`src/rtl/fetch_unit.sv`:
```
// Instruction fetch stage feeding the IF/ID pipeline register.
// Keeps the PC, issues one word read at a time over a valid/ready request
// channel, and presents {if_valid, if_pc, if_inst} downstream. A one-entry
// skid buffer absorbs a response that lands while the IF/ID register is
// stalled. A branch redirect flushes everything and retargets the PC. Any
// in-flight read issued before the redirect has its response dropped.

module fetch_unit #(
    parameter int unsigned       ADDR_W   = 64,
    parameter int unsigned       INST_W   = 32,
    parameter logic [ADDR_W-1:0] RESET_PC = '0
) (
    input  logic              clk,
    input  logic              rst,

    // Downstream control
    input  logic              stall_i,
    input  logic              redirect_i,
    input  logic [ADDR_W-1:0] redirect_pc_i,

    // Instruction memory request
    output logic              mem_req_valid,
    input  logic              mem_req_ready,
    output logic [ADDR_W-1:0] mem_req_addr,

    // Instruction memory response
    input  logic              mem_rsp_valid,
    input  logic [INST_W-1:0] mem_rsp_data,

    // IF/ID register
    output logic              if_valid,
    output logic [ADDR_W-1:0] if_pc,
    output logic [INST_W-1:0] if_inst
);

    typedef enum logic [0:0] {
        StReq,
        StWait
    } state_t;

    state_t            state, state_next;
    logic [ADDR_W-1:0] pc, pc_next;
    logic [ADDR_W-1:0] req_pc, req_pc_next;
    logic              drop, drop_next;

    logic              skid_valid, skid_valid_next;
    logic [ADDR_W-1:0] skid_pc, skid_pc_next;
    logic [INST_W-1:0] skid_inst, skid_inst_next;

    logic              out_valid_next;
    logic [ADDR_W-1:0] out_pc_next;
    logic [INST_W-1:0] out_inst_next;

    logic              req_fire;
    logic              rsp_here;
    logic              deliver;
    logic              adv;
    logic [ADDR_W-1:0] redirect_target;

    // Low bits of the redirect target are always forced to zero.
    logic unused_redirect_low;
    assign unused_redirect_low = ^redirect_pc_i[1:0];

    assign redirect_target = {redirect_pc_i[ADDR_W-1:2], 2'b00};

    // Request channel: only ask for a new word while there is room to hold it.
    always_comb begin
        mem_req_valid = 1'b0;
        mem_req_addr  = '0;
        if (!rst && (state == StReq) && !skid_valid) begin
            mem_req_valid = 1'b1;
            mem_req_addr  = {pc[ADDR_W-1:2], 2'b00};
        end
    end

    assign req_fire = mem_req_valid & mem_req_ready;
    // A response only counts while a read is actually outstanding.
    assign rsp_here = (state == StWait) & mem_rsp_valid;
    assign deliver  = rsp_here & ~drop;
    assign adv      = ~if_valid | ~stall_i;

    // Next-state for the fetch FSM, skid buffer and IF/ID register.
    always_comb begin
        state_next      = state;
        pc_next         = pc;
        req_pc_next     = req_pc;
        drop_next       = drop;
        skid_valid_next = skid_valid;
        skid_pc_next    = skid_pc;
        skid_inst_next  = skid_inst;
        out_valid_next  = if_valid;
        out_pc_next     = if_pc;
        out_inst_next   = if_inst;

        unique case (state)
            StReq: begin
                if (req_fire) begin
                    req_pc_next = pc;
                    pc_next     = pc + ADDR_W'(4);
                    state_next  = StWait;
                end
            end
            StWait: begin
                if (mem_rsp_valid) begin
                    drop_next  = 1'b0;
                    state_next = StReq;
                end
            end
            default: begin
                state_next = StReq;
            end
        endcase

        if (adv) begin
            if (skid_valid) begin
                // Older skid entry goes out first; a fresh word refills the skid.
                out_valid_next  = 1'b1;
                out_pc_next     = skid_pc;
                out_inst_next   = skid_inst;
                skid_valid_next = deliver;
                if (deliver) begin
                    skid_pc_next   = req_pc;
                    skid_inst_next = mem_rsp_data;
                end
            end else if (deliver) begin
                out_valid_next = 1'b1;
                out_pc_next    = req_pc;
                out_inst_next  = mem_rsp_data;
            end else begin
                out_valid_next = 1'b0;
                out_pc_next    = '0;
                out_inst_next  = '0;
            end
        end else if (deliver) begin
            // Stalled: the skid is empty here since requests need an empty skid.
            skid_valid_next = 1'b1;
            skid_pc_next    = req_pc;
            skid_inst_next  = mem_rsp_data;
        end

        if (redirect_i) begin
            out_valid_next  = 1'b0;
            out_pc_next     = '0;
            out_inst_next   = '0;
            skid_valid_next = 1'b0;
            skid_pc_next    = '0;
            skid_inst_next  = '0;
            pc_next         = redirect_target;
            // A read still in flight (or just accepted) returns stale data later.
            if (((state == StWait) && !mem_rsp_valid) || req_fire) begin
                drop_next  = 1'b1;
                state_next = StWait;
            end else begin
                drop_next  = 1'b0;
                state_next = StReq;
            end
        end
    end

    // State register with synchronous reset.
    always_ff @(posedge clk) begin
        if (rst) begin
            state      <= StReq;
            pc         <= RESET_PC;
            req_pc     <= '0;
            drop       <= 1'b0;
            skid_valid <= 1'b0;
            skid_pc    <= '0;
            skid_inst  <= '0;
            if_valid   <= 1'b0;
            if_pc      <= '0;
            if_inst    <= '0;
        end else begin
            state      <= state_next;
            pc         <= pc_next;
            req_pc     <= req_pc_next;
            drop       <= drop_next;
            skid_valid <= skid_valid_next;
            skid_pc    <= skid_pc_next;
            skid_inst  <= skid_inst_next;
            if_valid   <= out_valid_next;
            if_pc      <= out_pc_next;
            if_inst    <= out_inst_next;
        end
    end

endmodule

```
`config.mk`:
```
export PLATFORM = sky130hd
export DESIGN_NAME = fetch_unit
export DESIGN_NICKNAME = d
export VERILOG_FILES = /design/src/rtl/fetch_unit.sv
export SDC_FILE = /design/constraint.sdc
export NUM_CORES = 1
export LEC_CHECK = 0
export ABC_AREA = 1
export CAP_MARGIN = 40
export CORE_MARGIN = 2
export CORE_UTILIZATION = 45
export CTS_CLUSTER_DIAMETER = 80
export DETAILED_ROUTE_END_ITERATION = 8
export PLACE_DENSITY_LB_ADDON = 0.12
export SLEW_MARGIN = 5
export SYNTH_ARGS = -nofsm -noshare
export SYNTH_HDL_FRONTEND = slang
export SYNTH_SLANG_ARGS = --single-unit
export TNS_END_PERCENT = 100
```
`constraint.sdc`:
```
create_clock -name clk -period 1.9 [get_ports clk]
set_input_delay 0.38 -clock clk [delete_from_list [all_inputs] [get_ports clk]]
set_output_delay 0.38 -clock clk [all_outputs]
set_load 0.005 [all_outputs]
```
==> results.json <==
{
  "cp_data_arrival_time_ns": 2.00,
  "power_uw": 15280,
  "drt_iter0_markers": 1126,
  "layout_common_cells": "nand2_1, dfxtp_1, nor2_1",
  "grt_usage_pct": 26.55,
  "start_util_pct": 45.46,
  "drive_gt1_share_pct": 9.328,
  "worst_slew_pin_slew_ns": 0.6341,
  "grt_pass1_vias": 13410,
  "hold_viol": 0,
  "antenna_found_initial": 0,
  "relSlewSlack_pct": 57.73,
  "netlist_top_cells_area": "dfxtp_1, nand2_1, o21ai_0",
  "die_area_sq_mm": 0.03315,
  "synth-seq-cells": 316,
  "clk_pin_slew_ns": 0.06,
  "yosysTopAreaCell": "dfxtp_1",
  "antenna_cells": 0,
  "vias": 14610,
  "vdd_ir_drop_max_v": 0.0005201,
  "syn_to_final_growth_pct": 33.87,
  "synth_async_sr_flop_share_pct": 0,
  "grt_max_degree": 113,
  "violations": "negative setup slack",
  "drcViolationCount": 0,
  "report.final.setup_viol": 63,
  "cpMaxStageDelayCell": "clkdlybuf4s50_1",
  "viasPerCell": 5.193,
  "fin_ws_ns": -0.4798,
  "setup-tns-final_ns": -19.75,
  "clock_path_buffers": 3,
  "routedWlPerCell_um": 16.02,
  "cp_top_family": "buffers and inverters",
  "syn_area_sq_mm": 0.01427,
  "grt_pass1_wl_mm": 71.35,
  "final_antenna_net_count": 0,
  "cts_tree": "built",
  "synth_warnings": 0,
  "skew_ns": 0.01351,
  "crit_fanout": 62,
  "netlist.area_leader.share_pct": 44.33,
  "drv_cap": 0,
  "rows": 65,
  "ctsHoldBuffers": 0,
  "firstDrtPassIters": 5,
  "dp_hpwl_mm": 31.46,
  "seq_area_frac_synth_pct": 44.33,
  "die_w_um": 182.1,
  "fmax_mhz": 420.2,
  "num-nets-final": 2490,
  "endpoint_kind": "output port",
  "pin_count": 264,
  "cts_inserted_buffers": 35,
  "worst_path_largest_cell_delay_ns": 0.51,
  "globalplace.congestion": 0.9096,
  "path_buf_inv": 3,
  "cellPowerDensity_mw_per_mm2": 799.8,
  "clock-sinks": 316,
  "clockRootBuffer": "clkbuf_16",
  "slew_viol_final": 0,
  "path_cells": "nor3_4, inv_2, buf_12, nor2_1, clkdlybuf4s50_1",
  "cts_max_level": 2,
  "power_leakage_uw": 0.007092,
  "finalNonFillerCells": 2814,
  "synth-edff-count": 0,
  "yosysUniqueCellTypes": 29,
  "core-area_sq_mm": 0.03139,
  "synth_ff_type": "dfxtp_1",
  "fin_crit_sh_pct": 125.3,
  "finalWirelength_mm": 45.08,
  "cp-start-kind": "flip-flop",
  "die_height_um": 182.1,
  "synth.avg_cell_area_sq_um": 6.694,
  "min_period_ns": 2.380,
  "grt_overflow": 0,
  "synthCells": 2132,
  "port_buffers": 257,
  "clk_latency_ns": 0.51,
  "rsz0062_at_grt": "true",
  "placed_cells": 2742,
  "final_common_cell": "nand2_1",
  "outcome": "finished, violations left",
  "critical_path_class": "reg -> out",
  "hold_class": "in -> reg",
  "worst-endpoint-required_ns": 1.52
}
-- stage by stage --
| step | area [sq um] | setup WS, ns | util [%] | hold WS (ns) |
|---|---|---|---|---|
| after global routing | 19100 | -0.5748 | 60.86 | 0.2410 |
| after detailed placement | 17660 | -0.2157 | 56.27 | 0.4518 |
| after floorplan | 14280 | 0.3208 | - | 0.4395 |
| after CTS | 18900 | -0.4902 | 60.20 | 0.2332 |
| after global placement | 17660 | -0.1788 | 56.27 | 0.4479 |
| final | 19100 | -0.4798 | 60.86 | 0.2501 |
-- worst min-delay path: cells and delay by family --
family / cells / cell delay (ns)
AO/OA/AOI/OAI: 1 / 0.05
buffers and inverters: 2 / 0.28
-- registers in the layout (all words and copies together), names as in the netlist --
signal / flops
pc: 62
state: 1
if_inst: 32
skid_inst: 32
if_pc: 62
if_valid: 1
skid_valid: 1
skid_pc: 62
drop: 1
req_pc: 62
-- where the power goes --
group | internal [uW] | leakage [uW] | switching (uW)
clock network | 4300 | 0.000609 | 2750
logic | 589 | 0.00392 | 689
registers | 6770 | 0.00257 | 180
-- kinds of logic (layout without fill, tap and decap cells) --
kind of cell / count (synthesis) / count (layout) / share of synthesized area [%]
AND/OR/NAND/NOR: 1004 / 1004 / 27.79
AO/OA/AOI/OAI: 496 / 496 / 18.36
flip-flops: 316 / 316 / 44.33
buffers and inverters: 294 / 571 / 8.180
XOR/XNOR: 20 / 20 / 1.227
adder cells (fa/ha/maj): 1 / 1 / 0.08766
other: 1 / 4 / 0.02628
-- per-layer routing --
metal / GRT usage [%] / vias to the layer above / part of all wire (%)
met1: 38.34 / 6565 / 47
met2: 40.67 / 552 / 43
met3: 3.393 / 81 / 6.8
met4: 9.677 / 0 / 3.3
li1: - / 7415 / -
met5: 0 / - / 0
-- cell usage after synthesis, drive strengths merged (2+ instances only) --
| cell | n |
|---|---|
| nor3 | 3 |
| inv | 158 |
| dfxtp | 316 |
| clkbuf | 94 |
| clkinv | 2 |
| o21ai | 242 |
| nand4 | 13 |
| nand2 | 615 |
| nor2 | 309 |
| a21oi | 146 |
| buf | 40 |
| xor2 | 20 |
| nand3 | 63 |
| a31oi | 105 |
-- path summary, 6_finish.rpt --
check / startpoint / to / slack [ns] / cells after the start
max: skid_valid / mem_req_addr[62] / -0.48 / 5
min: rst / req_pc[17] / 0.25 / 3
max reg2reg: pc[3] / pc[42] / 0.10 / 10
min reg2reg: skid_pc[29] / skid_pc[29] / 0.46 / 2
-- layout make-up --
class | count | area (sq um)
fill | 2982 | 12290
multi-input combinational | 1525 | 6943
sequential | 316 | 6340
timing repair buffer | 349 | 3495
clock buffer | 45 | 1003
inverter | 160 | 604.3
tap | 402 | 503.0
clock inverter | 17 | 216.5
-- timing repair --
item                       CTS  global route
setup endpoints to repair   65            91
gates resized for setup     50            55
buffers inserted             1             9
pin swaps                    1             7
Power figures use the tool's default switching activity.
